### config.mk
export PLATFORM = sky130hd
export DESIGN_NAME = dmem_ctrl
export DESIGN_NICKNAME = d
export VERILOG_FILES = /design/src/rtl/dmem_ctrl.sv
export SDC_FILE = /design/constraint.sdc
export NUM_CORES = 1
export LEC_CHECK = 0
export ABC_AREA = 1
export CORE_MARGIN = 5
export CORE_UTILIZATION = 35
export CTS_CLUSTER_SIZE = 14
export DETAILED_ROUTE_END_ITERATION = 12
export GPL_ROUTABILITY_DRIVEN = 0
export GPL_TIMING_DRIVEN = 1
export MAX_ROUTING_LAYER = met4
export PLACE_DENSITY = 0.6
export SLEW_MARGIN = 20
export SYNTH_ARGS = -nofsm -noshare
export SYNTH_HDL_FRONTEND = slang
export SYNTH_SLANG_ARGS = --single-unit
### constraint.sdc
create_clock -name CLK -period 1.5 [get_ports CLK]
set_input_delay 0.225 -clock CLK [delete_from_list [all_inputs] [get_ports CLK]]
set_output_delay 0.225 -clock CLK [all_outputs]
set_load 0.02 [all_outputs]
### src/rtl/dmem_ctrl.sv
// dmem_ctrl: data-memory port controller between the pipeline memory stage and a
// variable-latency req/ack data bus.
//
// Optional feature: define DMEM_WBUF_EN to enable a one-entry posted-write buffer.
// A write arriving while the buffer is empty then retires in the next cycle and
// drains on the bus in the background.
//
// Ports:
//   CLK, RST              clock, synchronous active-high reset
//   rw_flag               0/3 idle, 1 read, 2 write
//   addr, write_data      word address and byte-lane-aligned store data
//   write_mask            byte enables, bit0 = byte [7:0]
//   read_data             last completed read word
//   mem_busy              request cannot be accepted this cycle (registered state only)
//   mem_done              one-cycle completion pulse per accepted request
//   ext_req/we/addr/wdata/wmask  registered bus request, held until ack
//   ext_ack, ext_rdata    bus completion and read data

module dmem_ctrl (
   input  logic        CLK,
   input  logic        RST,
   input  logic [1:0]  rw_flag,
   input  logic [31:0] addr,
   input  logic [31:0] write_data,
   input  logic [3:0]  write_mask,
   output logic [31:0] read_data,
   output logic        mem_busy,
   output logic        mem_done,
   output logic        ext_req,
   output logic        ext_we,
   output logic [31:0] ext_addr,
   output logic [31:0] ext_wdata,
   output logic [3:0]  ext_wmask,
   input  logic        ext_ack,
   input  logic [31:0] ext_rdata
);

   typedef enum logic [1:0] {StIdle, StWait, StBus, StDone} state_e;

   state_e      state_q, state_d;

   // Main slot: holds a request while it waits for the write buffer to drain.
   logic        slot_we_q, slot_we_d;
   logic [31:0] slot_addr_q, slot_addr_d;
   logic [31:0] slot_wdata_q, slot_wdata_d;
   logic [3:0]  slot_wmask_q, slot_wmask_d;

   logic [31:0] rdata_q, rdata_d;
   logic        done_q, done_d;

   // Bus registers. While the write buffer is valid they hold the buffered write,
   // so the buffer needs no storage of its own beyond the valid flag.
   logic        req_q, req_d;
   logic        we_q, we_d;
   logic [31:0] eaddr_q, eaddr_d;
   logic [31:0] ewdata_q, ewdata_d;
   logic [3:0]  ewmask_q, ewmask_d;
   logic        wb_valid_q, wb_valid_d;

   logic        busy;
   logic        is_write;
   logic        accept;
   logic        to_buf;

   assign busy     = (state_q == StWait) || (state_q == StBus);
   assign is_write = (rw_flag == 2'd2);
   assign accept   = !busy && ((rw_flag == 2'd1) || (rw_flag == 2'd2));

`ifdef DMEM_WBUF_EN
   assign to_buf = is_write && !wb_valid_q;
`else
   assign to_buf = 1'b0;
`endif

   always_comb begin
      state_d      = state_q;
      slot_we_d    = slot_we_q;
      slot_addr_d  = slot_addr_q;
      slot_wdata_d = slot_wdata_q;
      slot_wmask_d = slot_wmask_q;
      rdata_d      = rdata_q;
      done_d       = 1'b0;
      req_d        = req_q;
      we_d         = we_q;
      eaddr_d      = eaddr_q;
      ewdata_d     = ewdata_q;
      ewmask_d     = ewmask_q;
      wb_valid_d   = wb_valid_q;

      // The buffered write retires on its own ack, independent of the main slot.
      if (wb_valid_q && req_q && ext_ack) begin
         wb_valid_d = 1'b0;
         req_d      = 1'b0;
      end

      unique case (state_q)
         StIdle, StDone: begin
            state_d = StIdle;
            if (accept) begin
               if (to_buf) begin
                  // Posted write: complete to the stage now, drain on the bus later.
                  wb_valid_d = 1'b1;
                  req_d      = 1'b1;
                  we_d       = 1'b1;
                  eaddr_d    = addr;
                  ewdata_d   = write_data;
                  ewmask_d   = write_mask;
                  done_d     = 1'b1;
               end else begin
                  slot_we_d    = is_write;
                  slot_addr_d  = addr;
                  slot_wdata_d = write_data;
                  slot_wmask_d = write_mask;
                  if (wb_valid_q) begin
                     // Keep program order behind the pending buffered write.
                     state_d = StWait;
                  end else begin
                     state_d  = StBus;
                     req_d    = 1'b1;
                     we_d     = is_write;
                     eaddr_d  = addr;
                     ewdata_d = write_data;
                     ewmask_d = write_mask;
                  end
               end
            end
         end
         StWait: begin
            // wb_valid_q drops the cycle after the buffer ack, so ext_req has its
            // mandatory low cycle before the slot's transfer starts.
            if (!wb_valid_q) begin
               state_d  = StBus;
               req_d    = 1'b1;
               we_d     = slot_we_q;
               eaddr_d  = slot_addr_q;
               ewdata_d = slot_wdata_q;
               ewmask_d = slot_wmask_q;
            end
         end
         StBus: begin
            if (ext_ack) begin
               state_d = StDone;
               req_d   = 1'b0;
               done_d  = 1'b1;
               if (!we_q) begin
                  rdata_d = ext_rdata;
               end
            end
         end
         default: state_d = StIdle;
      endcase
   end

   always_ff @(posedge CLK) begin
      if (RST) begin
         state_q      <= StIdle;
         slot_we_q    <= 1'b0;
         slot_addr_q  <= 32'd0;
         slot_wdata_q <= 32'd0;
         slot_wmask_q <= 4'd0;
         rdata_q      <= 32'd0;
         done_q       <= 1'b0;
         req_q        <= 1'b0;
         we_q         <= 1'b0;
         eaddr_q      <= 32'd0;
         ewdata_q     <= 32'd0;
         ewmask_q     <= 4'd0;
         wb_valid_q   <= 1'b0;
      end else begin
         state_q      <= state_d;
         slot_we_q    <= slot_we_d;
         slot_addr_q  <= slot_addr_d;
         slot_wdata_q <= slot_wdata_d;
         slot_wmask_q <= slot_wmask_d;
         rdata_q      <= rdata_d;
         done_q       <= done_d;
         req_q        <= req_d;
         we_q         <= we_d;
         eaddr_q      <= eaddr_d;
         ewdata_q     <= ewdata_d;
         ewmask_q     <= ewmask_d;
         wb_valid_q   <= wb_valid_d;
      end
   end

   assign read_data = rdata_q;
   assign mem_busy  = busy;
   assign mem_done  = done_q;
   assign ext_req   = req_q;
   assign ext_we    = we_q;
   assign ext_addr  = eaddr_q;
   assign ext_wdata = ewdata_q;
   assign ext_wmask = ewmask_q;

endmodule

==> impl_metrics.json <==
{
  "antenna_found_initial": 2,
  "slowest_delay_ns": 0.34,
  "finalMaxSlewViolations": 0,
  "utilization_pct": 59.05,
  "netlist_area_um2": 7496,
  "dp_hpwl_um": 13690,
  "reg2reg_to": "ext_addr[14]",
  "hold_class": "input pin to flip-flop",
  "synth_top_area_cell": "dfxtp_1",
  "numCtsBuffers": 17,
  "syn-num-nets": 1244,
  "violations": "negative setup slack",
  "critPathKind": "flip-flop to flip-flop",
  "critPathSlowestCell": "dfxtp_2",
  "cap_violations": 0,
  "grt_pass1_wl_um": 39040,
  "clock_skew_ns": 0.009322,
  "cts_hold_buf": 0,
  "die_area_um2": 24440,
  "reg2reg_from": "state_q[0]",
  "start_kind": "flip-flop",
  "grt_use_total_pct": 20.64,
  "vias_per_cell": 4.684,
  "cp_max_fo": 8,
  "grt_pass1_vias": 7538,
  "dr_total_vias": 7776,
  "required_ns": 1.83,
  "dp_cells": 1576,
  "ir_drop_mv": 0.7892,
  "rsz0062_at_grt": "yes",
  "status": "complete, but fails checks",
  "power_uw": 19150,
  "die_w_um": 156.3,
  "fin_tns_setup_ns": -12.83,
  "cts_tree": "built",
  "ys_ff_latch": 174,
  "crit_path_frequent_cell": "buf_16",
  "power_density_nw_per_um2": 1538,
  "cts.sink_count": 174,
  "clkSlewWorstSetupHoldPaths_ns": 0.07,
  "power_leakage_uw": 0.005692,
  "ys_seq_area_share_pct": 46.47,
  "postRouteAntennaNets": 0,
  "io_pins": 209,
  "first_iter_violations": 352,
  "grt_max_degree": 81,
  "final_cells": 1660,
  "clk_latency_ns": 0.43,
  "finalCritPeriodShare_pct": 111.4,
  "route.detailed.drc": 0,
  "yosysWarningCount": 0,
  "path_cells": "inv_2 -> ha_4 -> buf_6 -> o21ai_4 -> buf_12 -> buf_16 -> buf_16 -> nand2_4 -> nand2_2 -> nor2_1",
  "relSlewSlack_pct": 65.83,
  "port_buffers": 208,
  "dr.pass1.iters": 5,
  "worstMarginPinSlew_ns": 0.5126,
  "drive_gt1_share_pct": 22.99,
  "ys_types": 19,
  "grt-ovfl-total": 0,
  "fin_nets": 1479,
  "cts-root-buf": "clkbuf_16",
  "r2r.worst_path.cells": 10,
  "rows": 53,
  "area_growth_pct": 66.13,
  "fmax_mhz": 598.6,
  "wl_per_cell_um": 15.41,
  "h-tree-depth": 4,
  "die_h_um": 156.3,
  "rrSetupSlack_ns": -0.17,
  "yosysTopAreaCellShare_pct": 46.47,
  "core_um2": 21090,
  "setup_ws_ns": -0.1706,
  "synthTopCellsByArea": "dfxtp_1 (46%), nor2_1 (14%), nand2_1 (12%)",
  "start_util_pct": 35.55,
  "fin_crit_ns": 1.671,
  "setup_viol": 138,
  "hold_violations": 0,
  "drt_wl_total_um": 25580,
  "cp-endpoint": "ext_addr[14]",
  "crit_path_end_kind": "flip-flop",
  "crit_start": "state_q[0]",
  "cts_buffer_depth": 2,
  "worstPathArrival_ns": 2.00,
  "syn_inst": 1135,
  "synth.avg_cell_area_um2": 6.604
}
timing repair:
item,4_1_cts,5_1_grt
setup endpoints to repair,242,139
gates resized for setup,318,162
pin swaps,26,30
endpoints found under the hold margin,0,0
setup buffers,22,4
gates cloned,26,7
area by class of cell:
cell class | count | area (um^2)
fillers | 1965 | 8635
inverters | 148 | 574.3
clock inverters | 12 | 182.7
well taps | 275 | 344.1
diodes | 2 | 5.005
multi-input cells | 736 | 3871
flip-flops and latches | 174 | 3486
repair buffers | 293 | 3543
clock buffers | 20 | 446.7
Yosys cell counts:
| cell type | count |
|---|---|
| o21ai_1 | 1 |
| inv_2 | 1 |
| nand2_2 | 1 |
| o21ai_2 | 1 |
| buf_2 | 29 |
| dfxtp_1 | 174 |
| ha_1 | 4 |
| a21oi_1 | 34 |
| o21ai_0 | 138 |
| clkbuf_2 | 1 |
| nand4_1 | 32 |
| inv_1 | 146 |
| clkinv_1 | 1 |
| nand2_1 | 245 |
| nor3_1 | 1 |
| nand3_1 | 1 |
| buf_4 | 7 |
| nor2_1 | 278 |
| clkbuf_1 | 40 |
critical path, delay by kind of cell (launching register included):
family | cells | cell delay [ns]
buf+inv | 5 | 0.62
fa+ha+maj | 1 | 0.25
flops | 1 | 0.34
compound gates | 1 | 0.18
simple gates | 3 | 0.17
per-stage QoR:
stage                     instance area (um^2)  hold slack (ns)  setup WS, ns
after CTS                                12010           0.3569       -0.1583
after floorplan                           7496           0.3738      0.006784
after global placement                   10040           0.4436       -0.3621
after detailed placement                 10040           0.4496       -0.3857
final                                    12450           0.3679       -0.1706
after global routing                     12450           0.3785       -0.2292
flip-flops by register name (all words and copies together) (netlist names), 2 cells and up:
signal        cells
read_data        32
slot_addr_q      32
state_q           2
slot_wmask_q      4
ext_wmask         4
ext_wdata        32
slot_wdata_q     32
ext_addr         32
logic make-up after synthesis:
kind of cell / after synthesis / synth area share, %
AO/OA/AOI/OAI: 174 / 11.67
buffers and inverters: 225 / 12.12
flip-flops: 174 / 46.47
AND/OR/NAND/NOR: 558 / 29.08
adder cells (fa/ha/maj): 4 / 0.6677
layout by cell type, fill, tap and decap left out, types with 2 or more instances in the layout:
| master | Yosys | routed |
|---|---|---|
| inv_6 | 0 | 4 |
| nor2_2 | 0 | 39 |
| nand4_1 | 32 | 32 |
| o21ai_2 | 1 | 50 |
| nand2_2 | 1 | 69 |
| ha_1 | 4 | 2 |
| dfxtp_2 | 0 | 2 |
| ha_4 | 0 | 2 |
| buf_4 | 7 | 18 |
| bufinv_16 | 0 | 4 |
| buf_16 | 0 | 26 |
| clkbuf_16 | 0 | 22 |
| clkdlybuf4s50_1 | 0 | 104 |
| o21ai_4 | 0 | 2 |
| dfxtp_1 | 174 | 172 |
| o21ai_0 | 138 | 67 |
| nor2_4 | 0 | 13 |
| o21ai_1 | 1 | 21 |
| buf_8 | 0 | 4 |
| buf_12 | 0 | 22 |
| clkinvlp_4 | 0 | 3 |
| buf_6 | 0 | 11 |
| inv_1 | 146 | 144 |
| nand2_4 | 0 | 20 |
| a21oi_1 | 34 | 33 |
| nor2_1 | 278 | 226 |
| nand2_1 | 245 | 156 |
| diode_2 | 0 | 2 |
| clkbuf_1 | 40 | 2 |
| dlygate4sd2_1 | 0 | 103 |
how the worst min path moves through the flow:
| stage | start | to | slack (ns) | cells after the start |
|---|---|---|---|---|
| 2_1_floorplan | addr[0] | slot_addr_q[0] | 0.37 | 2 |
| 3_3_place_gp | read_data[22] | read_data[22] | 0.44 | 2 |
| 3_5_place_dp | read_data[28] | read_data[28] | 0.45 | 2 |
| 4_1_cts | ext_rdata[31] | read_data[31] | 0.36 | 3 |
| 5_1_grt | ext_rdata[24] | read_data[24] | 0.38 | 3 |
| 6_report | ext_rdata[24] | read_data[24] | 0.37 | 3 |
layer usage:
| layer | track usage, % | share of wire [%] | vias up |
|---|---|---|---|
| li1 | - | - | 3948 |
| met1 | 25.15 | 43 | 3579 |
| met2 | 33.46 | 49 | 215 |
| met3 | 6.305 | 7.2 | 34 |
| met4 | 5.207 | 1.5 | 0 |
| met5 | - | 0 | - |
power by group:
part | total (uW) | switching [uW] | internal [uW] | leakage [uW]
sequential | 5970 | 454 | 5520 | 0.00144
clock | 4830 | 1980 | 2860 | 0.000298
combinational | 8350 | 4420 | 3930 | 0.00396
Note: power is estimated with default switching activity, not from simulation.
